File: config.mk
export PLATFORM = sky130hd
export DESIGN_NAME = digital_lock_lockout_flat
export DESIGN_NICKNAME = d
export VERILOG_FILES = /design/src/rtl/digital_lock_pkg.sv /design/src/rtl/digital_lock_lockout_if.sv /design/src/rtl/key_capture.sv /design/src/rtl/digital_lock_lockout.sv /design/src/flat_wrapper.sv
export SDC_FILE = /design/constraint.sdc
export NUM_CORES = 1
export LEC_CHECK = 0
export ABC_AREA = 0
export BUFFER_PORTS_ARGS = -buffer_cell sky130_fd_sc_hd__clkbuf_2
export CAP_MARGIN = 20
export CELL_PAD_IN_SITES_DETAIL_PLACEMENT = 0
export CELL_PAD_IN_SITES_GLOBAL_PLACEMENT = 1
export CORE_MARGIN = 4
export CORE_UTILIZATION = 44
export DETAILED_ROUTE_END_ITERATION = 12
export GPL_TIMING_DRIVEN = 1
export PLACE_DENSITY_LB_ADDON = 0.15
export SLEW_MARGIN = 20
export SYNTH_ARGS = -nofsm -noshare
export SYNTH_HDL_FRONTEND = slang
export SYNTH_SLANG_ARGS = --single-unit
File: constraint.sdc
create_clock -name clock -period 2.2 [get_ports clock]
set_input_delay 0.11 -clock clock [delete_from_list [all_inputs] [get_ports clock]]
set_output_delay 0.11 -clock clock [all_outputs]
set_load 0.02 [all_outputs]
File: src/rtl/digital_lock_pkg.sv
// Shared definitions for the parametrised digital lock: state encoding and width helpers.
package digital_lock_pkg;

    localparam logic [1:0] UNLOCKED    = 2'd0;
    localparam logic [1:0] SET_CONFIRM = 2'd1;
    localparam logic [1:0] LOCKED      = 2'd2;
    localparam logic [1:0] LOCKOUT     = 2'd3;

    typedef enum logic [1:0] {
        StUnlocked   = UNLOCKED,
        StSetConfirm = SET_CONFIRM,
        StLocked     = LOCKED,
        StLockout    = LOCKOUT
    } state_e;

    // Smallest r with 2**r >= value.
    function automatic int unsigned clog2(input int unsigned value);
        int unsigned r;
        r = 0;
        for (int i = 0; i < 32; i++) begin
            if ((64'd1 << i) < 64'(value)) r = i + 1;
        end
        return r;
    endfunction

    // Bits needed to hold one key index; never narrower than one bit.
    function automatic int unsigned digit_w(input int unsigned key_count);
        return (key_count > 2) ? clog2(key_count) : 1;
    endfunction

endpackage

File: src/rtl/digital_lock_lockout_if.sv
// Keypad / status bundle between the keypad side (master) and the lock core (slave).
interface digital_lock_lockout_if
    import digital_lock_pkg::*;
#(
    parameter int unsigned KEY_COUNT       = 4,
    parameter int unsigned PASSCODE_LENGTH = 4
);
    localparam int unsigned COUNT_W = clog2(PASSCODE_LENGTH + 1);

    logic [KEY_COUNT-1:0] key;
    logic                 locked;
    logic                 error;
    logic                 lockout;
    logic [COUNT_W-1:0]   digit_count;
    logic [3:0]           attempts;

    modport master (output key, input locked, error, lockout, digit_count, attempts);
    modport slave  (input key, output locked, error, lockout, digit_count, attempts);

endinterface

File: src/rtl/key_capture.sv
// Keypad front end: registers the key levels, detects a new press on the OR of all keys,
// encodes the one-hot level to an index and flags multi-key presses as invalid.
module key_capture
    import digital_lock_pkg::*;
#(
    parameter int unsigned KEY_COUNT = 4,
    parameter int unsigned DIGIT_W   = digit_w(KEY_COUNT)
) (
    input  logic                 clock,
    input  logic                 reset,
    input  logic [KEY_COUNT-1:0] key,
    output logic                 valid,
    output logic [DIGIT_W-1:0]   digit,
    output logic                 bad
);
    logic [KEY_COUNT-1:0] key_q;
    logic                 any_q;

    // Sample keys, and remember whether any key was down one cycle earlier.
    always_ff @(posedge clock or negedge reset) begin
        if (!reset) begin
            key_q <= '0;
            any_q <= 1'b0;
        end else begin
            key_q <= key;
            any_q <= |key_q;
        end
    end

    // One-cycle strobe on the rising edge; a held level does not repeat.
    assign valid = (|key_q) & ~any_q;
    // More than one bit set: clearing the lowest set bit leaves something behind.
    assign bad   = |(key_q & (key_q - KEY_COUNT'(1)));

    // Index of the set bit (highest wins when several are set; such presses are marked bad).
    always_comb begin
        digit = '0;
        for (int i = 0; i < KEY_COUNT; i++) begin
            if (key_q[i]) digit = DIGIT_W'(i);
        end
    end

endmodule

File: src/rtl/digital_lock_lockout.sv
// Digital lock with set-by-double-entry, inter-key timeout, failed-attempt counter and
// timed lockout. Optional MASTER_CODE_EN adds a master code that clears LOCKED/LOCKOUT.
module digital_lock_lockout
    import digital_lock_pkg::*;
#(
    parameter int unsigned KEY_COUNT       = 4,
    parameter int unsigned PASSCODE_LENGTH = 4,
    parameter int unsigned TIMEOUT_CYCLES  = 250000000,
    parameter int unsigned MAX_ATTEMPTS    = 3,
    parameter int unsigned LOCKOUT_CYCLES  = 1500000000
`ifdef MASTER_CODE_EN
    ,
    parameter logic [PASSCODE_LENGTH*digit_w(KEY_COUNT)-1:0] MASTER_CODE = '0
`endif
) (
    input logic                   clock,
    input logic                   reset,
    digital_lock_lockout_if.slave bus
);
    localparam int unsigned DIGIT_W = digit_w(KEY_COUNT);
    localparam int unsigned CODE_W  = PASSCODE_LENGTH * DIGIT_W;
    localparam int unsigned COUNT_W = clog2(PASSCODE_LENGTH + 1);
    localparam int unsigned TMO_W   = clog2(TIMEOUT_CYCLES + 1);
    localparam int unsigned LOCK_W  = clog2(LOCKOUT_CYCLES + 1);

    localparam logic [COUNT_W-1:0] COUNT_FULL = COUNT_W'(PASSCODE_LENGTH);
    localparam logic [TMO_W-1:0]   TMO_LAST   = TMO_W'(TIMEOUT_CYCLES - 1);
    localparam logic [LOCK_W-1:0]  LOCK_LAST  = LOCK_W'(LOCKOUT_CYCLES - 1);

    state_e               state_q, state_d;
    logic [COUNT_W-1:0]   count_q, count_d;
    logic [CODE_W-1:0]    entry_q, entry_d;
    logic [CODE_W-1:0]    code_q, code_d;
    logic                 bad_q, bad_d;
    logic                 error_q, error_d;
    logic [3:0]           attempts_q, attempts_d;
    logic [TMO_W-1:0]     tmo_q, tmo_d;
    logic [LOCK_W-1:0]    lock_q, lock_d;

    logic                 key_valid;
    logic [DIGIT_W-1:0]   key_digit;
    logic                 key_bad;
    logic                 cap_en, entry_done, tmo_run, tmo_expire, capture, lock_done;
    logic                 code_match;
    logic [3:0]           attempts_inc;

    key_capture #(
        .KEY_COUNT (KEY_COUNT),
        .DIGIT_W   (DIGIT_W)
    ) u_key_capture (
        .clock (clock),
        .reset (reset),
        .key   (bus.key),
        .valid (key_valid),
        .digit (key_digit),
        .bad   (key_bad)
    );

`ifdef MASTER_CODE_EN
    logic master_match;
    assign master_match = (entry_q == MASTER_CODE) && !bad_q;
    // Keys stay live in LOCKOUT so the master code can be entered there.
    assign cap_en = 1'b1;
`else
    assign cap_en = (state_q != StLockout);
`endif

    assign entry_done   = (count_q == COUNT_FULL);
    assign tmo_run      = (count_q != '0) && !entry_done;
    assign tmo_expire   = tmo_run && (tmo_q == TMO_LAST);
    // Expiry beats a simultaneous press; the verdict cycle does not take new digits.
    assign capture      = key_valid && cap_en && !entry_done && !tmo_expire;
    assign lock_done    = (state_q == StLockout) && (lock_q == LOCK_LAST);
    assign code_match   = (entry_q == code_q) && !bad_q;
    assign attempts_inc = (attempts_q == 4'hF) ? attempts_q : attempts_q + 4'd1;

    // State and datapath registers.
    always_ff @(posedge clock or negedge reset) begin
        if (!reset) begin
            state_q    <= StUnlocked;
            count_q    <= '0;
            entry_q    <= '0;
            code_q     <= '0;
            bad_q      <= 1'b0;
            error_q    <= 1'b0;
            attempts_q <= '0;
            tmo_q      <= '0;
            lock_q     <= '0;
        end else begin
            state_q    <= state_d;
            count_q    <= count_d;
            entry_q    <= entry_d;
            code_q     <= code_d;
            bad_q      <= bad_d;
            error_q    <= error_d;
            attempts_q <= attempts_d;
            tmo_q      <= tmo_d;
            lock_q     <= lock_d;
        end
    end

    // Next state: timers, digit capture, timeout and the verdict one cycle after completion.
    always_comb begin
        state_d    = state_q;
        count_d    = count_q;
        entry_d    = entry_q;
        code_d     = code_q;
        bad_d      = bad_q;
        error_d    = error_q;
        attempts_d = attempts_q;
        tmo_d      = tmo_q;
        lock_d     = lock_q;

        if (tmo_run && (tmo_q != TMO_LAST)) tmo_d = tmo_q + TMO_W'(1);
        if ((state_q == StLockout) && (lock_q != LOCK_LAST)) lock_d = lock_q + LOCK_W'(1);

        // Lockout expiry first so a same-cycle master verdict below can still override it.
        if (lock_done) begin
            state_d    = StLocked;
            attempts_d = '0;
            lock_d     = '0;
        end

        if (tmo_expire) begin
            count_d = '0;
            entry_d = '0;
            bad_d   = 1'b0;
            tmo_d   = '0;
            if (state_q == StSetConfirm) begin
                state_d = StUnlocked;
                code_d  = '0;
            end
        end else if (capture) begin
            for (int i = 0; i < PASSCODE_LENGTH; i++) begin
                if (count_q == COUNT_W'(i)) entry_d[i*DIGIT_W +: DIGIT_W] = key_digit;
            end
            bad_d   = bad_q | key_bad;
            count_d = count_q + COUNT_W'(1);
            error_d = 1'b0;
            tmo_d   = '0;
        end else if (entry_done) begin
            count_d = '0;
            entry_d = '0;
            bad_d   = 1'b0;
            tmo_d   = '0;
            unique case (state_q)
                StUnlocked: begin
                    // An invalid first entry is never stored as a code.
                    if (bad_q) begin
                        error_d = 1'b1;
                    end else begin
                        code_d  = entry_q;
                        state_d = StSetConfirm;
                    end
                end
                StSetConfirm: begin
                    if (code_match) begin
                        state_d = StLocked;
                        error_d = 1'b0;
                    end else begin
                        state_d = StUnlocked;
                        error_d = 1'b1;
                        code_d  = '0;
                    end
                end
                StLocked: begin
`ifdef MASTER_CODE_EN
                    if (master_match) begin
                        state_d    = StUnlocked;
                        attempts_d = '0;
                        error_d    = 1'b0;
                    end else
`endif
                    if (code_match) begin
                        state_d    = StUnlocked;
                        attempts_d = '0;
                    end else begin
                        error_d    = 1'b1;
                        attempts_d = attempts_inc;
                        if ({28'd0, attempts_inc} >= MAX_ATTEMPTS) begin
                            state_d = StLockout;
                            lock_d  = '0;
                        end
                    end
                end
                StLockout: begin
`ifdef MASTER_CODE_EN
                    // Anything but the master code is dropped without a trace.
                    if (master_match) begin
                        state_d    = StUnlocked;
                        attempts_d = '0;
                        error_d    = 1'b0;
                        lock_d     = '0;
                    end
`endif
                end
            endcase
        end
    end

    // Status outputs decoded from registered state.
    always_comb begin
        bus.locked      = (state_q == StLocked) || (state_q == StLockout);
        bus.lockout     = (state_q == StLockout);
        bus.error       = error_q;
        bus.digit_count = count_q;
        bus.attempts    = attempts_q;
    end

endmodule
File: src/flat_wrapper.sv
// flat-port wrapper written by rule: the top's interface ports become plain ports
module digital_lock_lockout_flat import digital_lock_pkg::*;
#(
    parameter int unsigned KEY_COUNT       = 4,
    parameter int unsigned PASSCODE_LENGTH = 4,
    parameter int unsigned TIMEOUT_CYCLES  = 250000000,
    parameter int unsigned MAX_ATTEMPTS    = 3,
    parameter int unsigned LOCKOUT_CYCLES  = 1500000000

)
  (clock, reset, bus_key, bus_locked, bus_error, bus_lockout, bus_digit_count, bus_attempts);
  digital_lock_lockout_if #(.KEY_COUNT(KEY_COUNT), .PASSCODE_LENGTH(PASSCODE_LENGTH)) bus_i ();
  input logic clock;
  input logic reset;
  input wire logic [$bits(bus_i.key)-1:0] bus_key;
  output wire logic [$bits(bus_i.locked)-1:0] bus_locked;
  output wire logic [$bits(bus_i.error)-1:0] bus_error;
  output wire logic [$bits(bus_i.lockout)-1:0] bus_lockout;
  output wire logic [$bits(bus_i.digit_count)-1:0] bus_digit_count;
  output wire logic [$bits(bus_i.attempts)-1:0] bus_attempts;
  assign bus_i.key = bus_key;
  assign bus_locked = bus_i.locked;
  assign bus_error = bus_i.error;
  assign bus_lockout = bus_i.lockout;
  assign bus_digit_count = bus_i.digit_count;
  assign bus_attempts = bus_i.attempts;
  digital_lock_lockout #(.KEY_COUNT(KEY_COUNT), .PASSCODE_LENGTH(PASSCODE_LENGTH), .TIMEOUT_CYCLES(TIMEOUT_CYCLES), .MAX_ATTEMPTS(MAX_ATTEMPTS), .LOCKOUT_CYCLES(LOCKOUT_CYCLES)) u_core (.clock(clock), .reset(reset), .bus(bus_i));
endmodule
* Word level (Yosys, flattened, before mapping)
Index checks and enable logic that the tools add are counted.
Operators by class: eq/ne operators 25, $lt $le $gt $ge 1, bitwise logic cells 5, $add $sub $neg 5, reductions and logical operators 29, multiplexer cells 58
Operator list (number):
- $mux W31 | 8
- $mux W28 | 4
- $mux W8 | 9
- $add A31 B1 Y31 const B | 1
- $eq A31 B31 Y1 const B | 1
- $ne A31 B31 Y1 const B | 1
- $mux W2 | 15
- $add A28 B1 Y28 const B | 1
- $eq A28 B28 Y1 const B | 1
- $mux W4 | 7
- $ne A28 B28 Y1 const B | 1
- $ne A3 B2 Y1 const B | 6
- $pmux W8 S2 | 1
- $logic_and A1 B1 Y1 | 9
- $mux W1 | 9
- $mux W3 | 3
- $eq A8 B8 Y1 | 1
- $reduce_and A2 Y1 | 4
- $reduce_bool A4 Y1 | 2
- $reduce_or A4 Y1 | 2
- $eq A3 B2 Y1 const B | 2
- $pmux W2 S3 | 1
- $reduce_and A6 Y1 | 1
- $reduce_bool A3 Y1 | 2
- other kinds (25) | 31
Word-level totals: input port bits 6, output and inout port bits 10, register bits 91, logic and storage cells 137

* Depth between registers and ports, before layout
Gate-level depths: netlist of run 1.
depth after elaboration 10, gate-level depth with buffers 10, gate-level depth less buffers 7

* Cells and area by module
From an unflattened synthesis of run 1, not the netlist that was laid out.
Second synthesis, totals: cell total of the unflattened synthesis 508, area, all modules 4921.0 µm²
Modules (own cells, without submodules):
- digital_lock_lockout | times used 1, cells an instance 495, area each 4733.3 µm², sequential area each 2152.1 µm²
- key_capture | times used 1, cells an instance 13, area each 187.7 µm², sequential area each 125.1 µm²

* Worst setup path after synthesis of run 1
No wires, ideal clock.
path kind flip-flop to flip-flop, start register u_core.count_q[0], in the netlist u_core.bus.digit_count[0], end register u_core.code_q[0], cell stages (with the launch flop) 10, data required time 2.079 ns, buffers on the path 2, arrival time 2.422 ns, slack -0.343 ns, clock period less this slack 2.543 ns, cell sequence dfrtp_1 -> inv_1 -> ha_1 -> clkbuf_1 -> nor4b_1 -> nand4_1 -> or2_2 -> clkbuf_1 -> a221o_1 -> a22o_1
Between the ends: cells in the longest elaborated chain, start to end 8, elaborated cells on any way between the ends 16
RTL lines:
- start, declared | RTL line digital_lock_lockout.sv:31 | logic [COUNT_W-1:0] count_q, count_d;
- start signal, assigned | RTL line digital_lock_lockout.sv:91 | count_q <= count_d;
- $eq A3 B3 Y1 | RTL line digital_lock_lockout.sv:68 | assign entry_done = (count_q == COUNT_FULL);
- $logic_not A1 Y1 | RTL line digital_lock_lockout.sv:69, digital_lock_lockout.sv:72
- $logic_and A1 B1 Y1 | RTL line digital_lock_lockout.sv:69 | assign tmo_run = (count_q != '0) && !entry_done;
- $logic_and A1 B1 Y1 | RTL line digital_lock_lockout.sv:70 | assign tmo_expire = tmo_run && (tmo_q == TMO_LAST);
- $logic_not A1 Y1 | RTL line digital_lock_lockout.sv:72 | assign capture = key_valid && cap_en && !entry_done && !tmo_expire;
- $logic_and A1 B1 Y1 | RTL line digital_lock_lockout.sv:72
- $ne A4 B4 Y1 (no line) / $ne A2 B1 Y1 (equally long branches)
- $reduce_and A6 Y1 (no line)
- end signal, assigned | RTL line digital_lock_lockout.sv:93 | code_q <= code_d;
- end, declared | RTL line digital_lock_lockout.sv:33 | logic [CODE_W-1:0] code_q, code_d;
Parallel ways exist; a longest one is shown, timed or not. A chain may end at the register's enable or synchronous reset.

* Worst setup path in the final report of run 1
start register u_core.tmo_q[4], end register u_core.tmo_q[27]
Between the ends: cells in the longest elaborated chain, start to end 6, elaborated cells on any way between the ends 12
RTL lines:
- start, declared | RTL line digital_lock_lockout.sv:37 | logic [TMO_W-1:0] tmo_q, tmo_d;
- start signal, assigned | RTL line digital_lock_lockout.sv:97 | tmo_q <= tmo_d;
- parallel branches: the longest is 6 deep, another holds $add A28 B1 Y28
Parallel ways; which one is timed is not known. The select of a mux whose other input is x is not followed.

==> impl_metrics.json, run 1 <==
{
  "status": "finished clean",
  "dieWidth_um": 112.0,
  "start_util_pct": 45.73,
  "seqPwrFrac_pct": 48.4,
  "p_int_uw": 2934,
  "grt_overflow": 0,
  "ys.flop_type": "dfrtp_1",
  "setup_viol": 0,
  "critPathMaxFanout": 7,
  "finalMaxSlewViolations": 0,
  "clock-sinks": 91,
  "worstPathRequired_ns": 2.48,
  "hold_viol_final": 0,
  "ys_seq_area_share_pct": 47.81,
  "viasPerCell": 5.552,
  "skew_ns": 0.008428,
  "seq_area_mm2": 0.002280,
  "rr_startpoint": "u_core.tmo_q[4]",
  "globalplace.congestion": 0.8203,
  "slowest_stage": "nor4_1",
  "placed_cell_area_mm2": 0.005255,
  "std_cell_rows": 37,
  "timing.max_cap.violations": 0,
  "design_area_mm2": 0.005577,
  "dieArea_mm2": 0.01255,
  "p_per_area_mw_per_mm2": 756.9,
  "synth-seq-cells": 91,
  "grt_pass1_vias": 3975,
  "synth_top_area_cell": "dfrtp_1",
  "worstPathCellList": "nand4_4 > nor4_1 > o21ai_2 > or4_1 > a21oi_1",
  "synth_cell_type_count": 47,
  "vias": 3875,
  "num-nets-final": 571,
  "end_kind": "register",
  "place_ws_ns": 0.07562,
  "yosys_warnings": 0,
  "synth_area_mm2": 0.004763,
  "dr.pass1.iters": 4,
  "startpoint_type": "register",
  "syn-instance-count": 509,
  "avgSynthCellArea_um2": 9.358,
  "critPathMaxStageDelay_ns": 0.59,
  "relSlewSlack_pct": 54.85,
  "wl_um": 11080,
  "cts_setup_buffers": 0,
  "worst_slack_ns": 0.04351,
  "synth_area_leaders": "dfrtp_1 (48%), xnor2_1 (7.5%), nor2_1 (5.3%), nand3_1 (3.7%), nand2_1 (3.1%)",
  "routedWlPerCell_um": 15.88,
  "rsz0062_at_grt": "true",
  "synth_simple_gate_area_share_pct": 28.18,
  "whs_ns": 0.3168,
  "multi_input_area_mm2": 0.002421,
  "cts_tree": "built",
  "synth-compound-area-share_pct": 9.666,
  "ctsRootBufferMaster": "clkbuf_8",
  "port_buffers": 15,
  "drive_gt1_share_pct": 14.77,
  "grt_usage_pct": 18.35,
  "async_flop_share_pct": 100.0,
  "fmax_mhz": 463.7,
  "synthMostInstantiatedCell": "dfrtp_1",
  "crit_buf_inv": 0,
  "pwr-share-comb_pct": 20.5,
  "grt_pass1_wl_um": 18980,
  "final_antenna_net_count": 0,
  "synthXorXnorAreaFrac_pct": 9.377,
  "synth_top_family_by_area": "simple AND/OR/NAND/NOR gates",
  "io_pins": 16,
  "clkTransAtPathRegs_ns": 0.09,
  "criticalPathCategory": "reg -> reg",
  "cts_max_path_buffers": 2,
  "synth_top_cell_area_share_pct": 47.81,
  "num_antenna_cells": 0,
  "p_leak_uw": 0.002384,
  "htreeDepth": 3,
  "ys_top_cells_by_count": "dfrtp_1 (91), nor2_1 (67), xnor2_1 (41)",
  "dp_hpwl_um": 7832,
  "switching_share_pct": 30.48,
  "num-fill-cells": 971,
  "cts_made_buffers": 9,
  "tightestPinTransition_ns": 0.6772,
  "area_growth_pct": 17.07,
  "fin_crit_sh_pct": 98.02,
  "startpoint": "u_core.tmo_q[4]",
  "crit_family": "simple AND/OR/NAND/NOR gates",
  "finalPower_uw": 4221,
  "drc": 0,
  "hp-class": "in -> async",
  "coreArea_mm2": 0.01042,
  "fin_tns_setup_ns": 0,
  "synth_edf_count": 0,
  "first_iter_violations": 267,
  "syn_nets": 523,
  "ir_worst_vdd_mv": 0.5506,
  "p_clk_share_pct": 31.1,
  "clock_latency_ns": 0.36,
  "min_period_ns": 2.156,
  "synth_fa_ha_area_share_pct": 2.312,
  "synth_mux_area_share_pct": 0.2364,
  "arrival_ns": 2.44,
  "grt_antenna_before_repair": 0,
  "p_switching_uw": 1286,
  "die_y_um": 112.0,
  "grt_max_degree": 51
}
[cell type report]
class	instances	share of cell area, %
inverter	13	0.8750
tap	136	3.051
multi-input combinational	388	43.41
sequential	91	40.88
clock buffer	11	2.715
clock inverter	5	1.526
timing repair buffer	54	7.539
[stage by stage]
stage,instances,util (%)
final,698,53.54
after floorplan,509,-
after global placement,677,50.45
after CTS,698,53.20
after detailed placement,677,50.45
after global routing,698,53.54
[cell usage in the layout (no fill, tap or decap), drive strengths merged, types with 2 or more instances in the layout]
master       instances
ha                   8
bufinv               2
nor4b                5
nor2b                3
o21a                 2
xnor2               41
a21o                 3
and3                11
o22a                 2
nor3b                3
and2                 6
and4                 7
nand2               39
nor2                67
buf                 35
or2                  2
o21ai               13
clkbuf              25
nand3               35
nand4               17
nor4                16
nand2b               3
o31ai                6
xor2                10
a22o                 8
or4                  8
a21oi               27
inv                 13
dlygate4sd3          5
dfrtp               91
or3                 10
clkinv               2
a31oi                2
nor4bb               4
nor3                18
a32oi                3
[cell families after synthesis]
family,count (synthesis)
and+or+nand+nor,255
DFF,91
AOI/OAI and AO/OA,72
xor gates and xnor gates,51
buffers and inverters,30
adders and majority gates,9
muxes,1
[timing repair]
item / in CTS / in global routing
hold buffers: 5 / 0
gates resized for setup: 0 / 6
endpoints found under the hold margin: 53 / 0
setup endpoints to repair: 0 / 14
[sequential cells by signal, indices dropped and copies added (netlist names), 2 cells and up]
signal and count:
u_core.bus.attempts 4, u_core.bus.digit_count 3, u_core.code_q 8, u_core.entry_q 8
u_core.lock_q 31, u_core.state_q 2, u_core.tmo_q 28, u_core.u_key_capture.key_q 4
[metal layers]
layer  vias up  wire length, um  GRT usage (%)  part of all wire [%]
met5         -                0              0                     0
met4         0              222          6.010                   2.0
met3        16              372          4.420                   3.4
met2        54             5332          29.78                    48
met1      1881             5155          24.36                    47
li1       1924                -              -                     -
[final timing paths]
check,slack [ns],depth (start not counted),to
setup / recovery,0.04,5,u_core.tmo_q[27]
hold / removal,0.32,2,u_core.lock_q[21]
setup reg to reg,0.04,5,u_core.tmo_q[27]
hold reg to reg,0.52,1,u_core.code_q[4]
max in group asynchronous,1.21,3,u_core.u_key_capture.key_q[1]
min in group clock,0.40,2,u_core.u_key_capture.key_q[2]
[power groups by stage]
stage          sequential, uW  combinational, uW  clock (uW)
3_3_place_gp             2050                831           0
3_5_place_dp             2060                833           0
5_1_grt                  2070                989        1420
6_report                 2040                866        1310
4_1_cts                  2030                848        1350
2_1_floorplan            2040                526           0
Power figures use the tool's default switching activity.
==> inputs of run 2 (changes only) <==
--- a/config.mk
+++ b/config.mk
@@ -15,6 +15,7 @@
 export DETAILED_ROUTE_END_ITERATION = 12
 export GPL_TIMING_DRIVEN = 1
 export PLACE_DENSITY_LB_ADDON = 0.15
+export SETUP_SLACK_MARGIN = 0.5
 export SLEW_MARGIN = 20
 export SYNTH_ARGS = -nofsm -noshare
 export SYNTH_HDL_FRONTEND = slang
==> impl_metrics.json, run 2 (synthesized netlist as in run 1, its figures left out) <==
{
  "status": "finished clean",
  "io_pins": 16,
  "hold_viol_final": 0,
  "design_area_mm2": 0.006774,
  "arrival_ns": 2.35,
  "clkTransAtPathRegs_ns": 0.10,
  "num_antenna_cells": 0,
  "worstPathRequired_ns": 2.51,
  "first_iter_violations": 253,
  "ir_worst_vdd_mv": 0.7592,
  "hp-class": "in -> async",
  "p_clk_share_pct": 25.4,
  "dr.pass1.iters": 4,
  "wl_met3_um": 503,
  "switching_share_pct": 33.11,
  "final_antenna_net_count": 0,
  "dieWidth_um": 112.0,
  "cts_made_buffers": 9,
  "num-fill-cells": 833,
  "end_kind": "register",
  "start_util_pct": 45.73,
  "vias": 4295,
  "die_y_um": 112.0,
  "wl_met1_um": 5582,
  "postLayoutCoreUtil_pct": 65.03,
  "slowest_stage": "or4_4",
  "seq_area_mm2": 0.002286,
  "multi_input_area_mm2": 0.003014,
  "fin_crit_sh_pct": 92.72,
  "coreArea_mm2": 0.01042,
  "place_ws_ns": -0.005314,
  "grt_antenna_before_repair": 0,
  "criticalPathCategory": "reg -> reg",
  "wl_um": 12950,
  "viasPerCell": 5.651,
  "clock_latency_ns": 0.37,
  "seqPwrFrac_pct": 44.9,
  "dieArea_mm2": 0.01255,
  "maxUsedRoutingLayer": "met4",
  "fmax_mhz": 490.3,
  "grt_usage_pct": 20.35,
  "dp_hpwl_um": 7719,
  "pwr-share-comb_pct": 29.6,
  "dr_wl_met2_um": 6616,
  "startpoint_type": "register",
  "p_per_area_mw_per_mm2": 662.9,
  "tightestPinTransition_ns": 0.4766,
  "htreeDepth": 3,
  "cts_tree": "built",
  "timing.max_cap.violations": 0,
  "drive_gt1_share_pct": 38.62,
  "globalplace.congestion": 0.8457,
  "most-common-layout-cells": "dfrtp_1 (84), buf_4 (65), xnor2_1 (40), nor2_1 (38), nand2_1 (34)",
  "p_int_uw": 3003,
  "largest-register": "u_core.lock_q",
  "relSlewSlack_pct": 68.23,
  "setup_viol": 0,
  "finalMaxSlewViolations": 0,
  "fin_tns_setup_ns": 0,
  "p_switching_uw": 1487,
  "grt_max_degree": 40,
  "port_buffers": 15,
  "critPathMaxStageDelay_ns": 0.43,
  "grt_pass1_wl_um": 20930,
  "layout_commonest_cell": "dfrtp_1",
  "reg_top3": "u_core.lock_q x31, u_core.tmo_q x28",
  "largest_reg_flops": 31,
  "std_cell_rows": 37,
  "crit_buf_inv": 1,
  "grt_overflow": 0,
  "area_growth_pct": 42.21,
  "critPathMaxFanout": 4,
  "worstPathCellList": "buf_4 > nand4_1 > or4_4 > or3_4 > or4_4 > a21oi_2",
  "drc": 0,
  "skew_ns": 0.01261,
  "whs_ns": 0.2342,
  "cts_max_path_buffers": 2,
  "num-nets-final": 634,
  "worst_slack_ns": 0.1603,
  "clock-sinks": 91,
  "placed_cell_area_mm2": 0.005294,
  "grt_pass1_vias": 4263,
  "rsz0062_at_grt": "true",
  "min_period_ns": 2.040,
  "ctsRootBufferMaster": "clkbuf_8",
  "routedWlPerCell_um": 17.04,
  "crit_family": "simple AND/OR/NAND/NOR gates",
  "p_leak_uw": 0.002768,
  "cpMostUsedCell": "or4_4"
}
run 2: cell count changes in the layout (fill, tap and decap cells not counted), sizes merged:
cell,previous run,this run
clkinvlp,1,4
and3,11,13
bufinv,2,1
clkinv,2,1
buf,35,95
clkbuf,25,24
run 2: worst paths after layout:
kind,start,to,slack [ns],depth (start not counted)
setup / recovery,u_core.tmo_q[16],u_core.tmo_q[27],0.16,6
hold / removal,reset,u_core.lock_q[14],0.23,2
setup reg to reg,u_core.tmo_q[16],u_core.tmo_q[27],0.16,6
hold reg to reg,u_core.code_q[5],u_core.code_q[5],0.53,1
max in group asynchronous,reset,u_core.tmo_q[17],1.29,3
min in group clock,bus_key[0],u_core.u_key_capture.key_q[0],0.39,2
run 2: power by group through the flow:
stage          clock (uW)  combinational, uW  sequential, uW
6_report             1140               1330            2020
5_1_grt              1240               1430            2050
4_1_cts              1170               1150            2000
3_5_place_dp            0                861            2050
3_3_place_gp            0                851            2040
2_1_floorplan           0                552            2040
run 2: metal layers:
metal	vias up	global-route usage, %
li1	2061	-
met3	22	5.445
met4	0	5.689
met1	2120	27.07
met5	-	0
met2	92	33.01
run 2: layout make-up:
cell class	instances	area share (%)
multi-input cells	390	44.50
flip-flops and latches	91	33.75
inverters	13	0.8496
clock inverters	6	0.9789
repair buffers	115	15.59
clock buffers	9	1.829
well taps	136	2.512
run 2: stage by stage:
| stage | std cells | power [uW] |
|---|---|---|
| finish | 760 | 4490 |
| CTS | 741 | 4325 |
| global route | 760 | 4722 |
| detailed placement | 677 | 2914 |
| global placement | 677 | 2896 |
| floorplan | 509 | 2595 |
run 2: what timing repair did:
action / CTS / global route
buffers inserted: 39 / 17
endpoints found under the setup margin: 86 / 87
hold endpoints to repair: 37 / 0
gates resized for setup: 65 / 103
gates cloned: 5 / 2
pin swaps: 32 / 43
hold buffers: 5 / 0
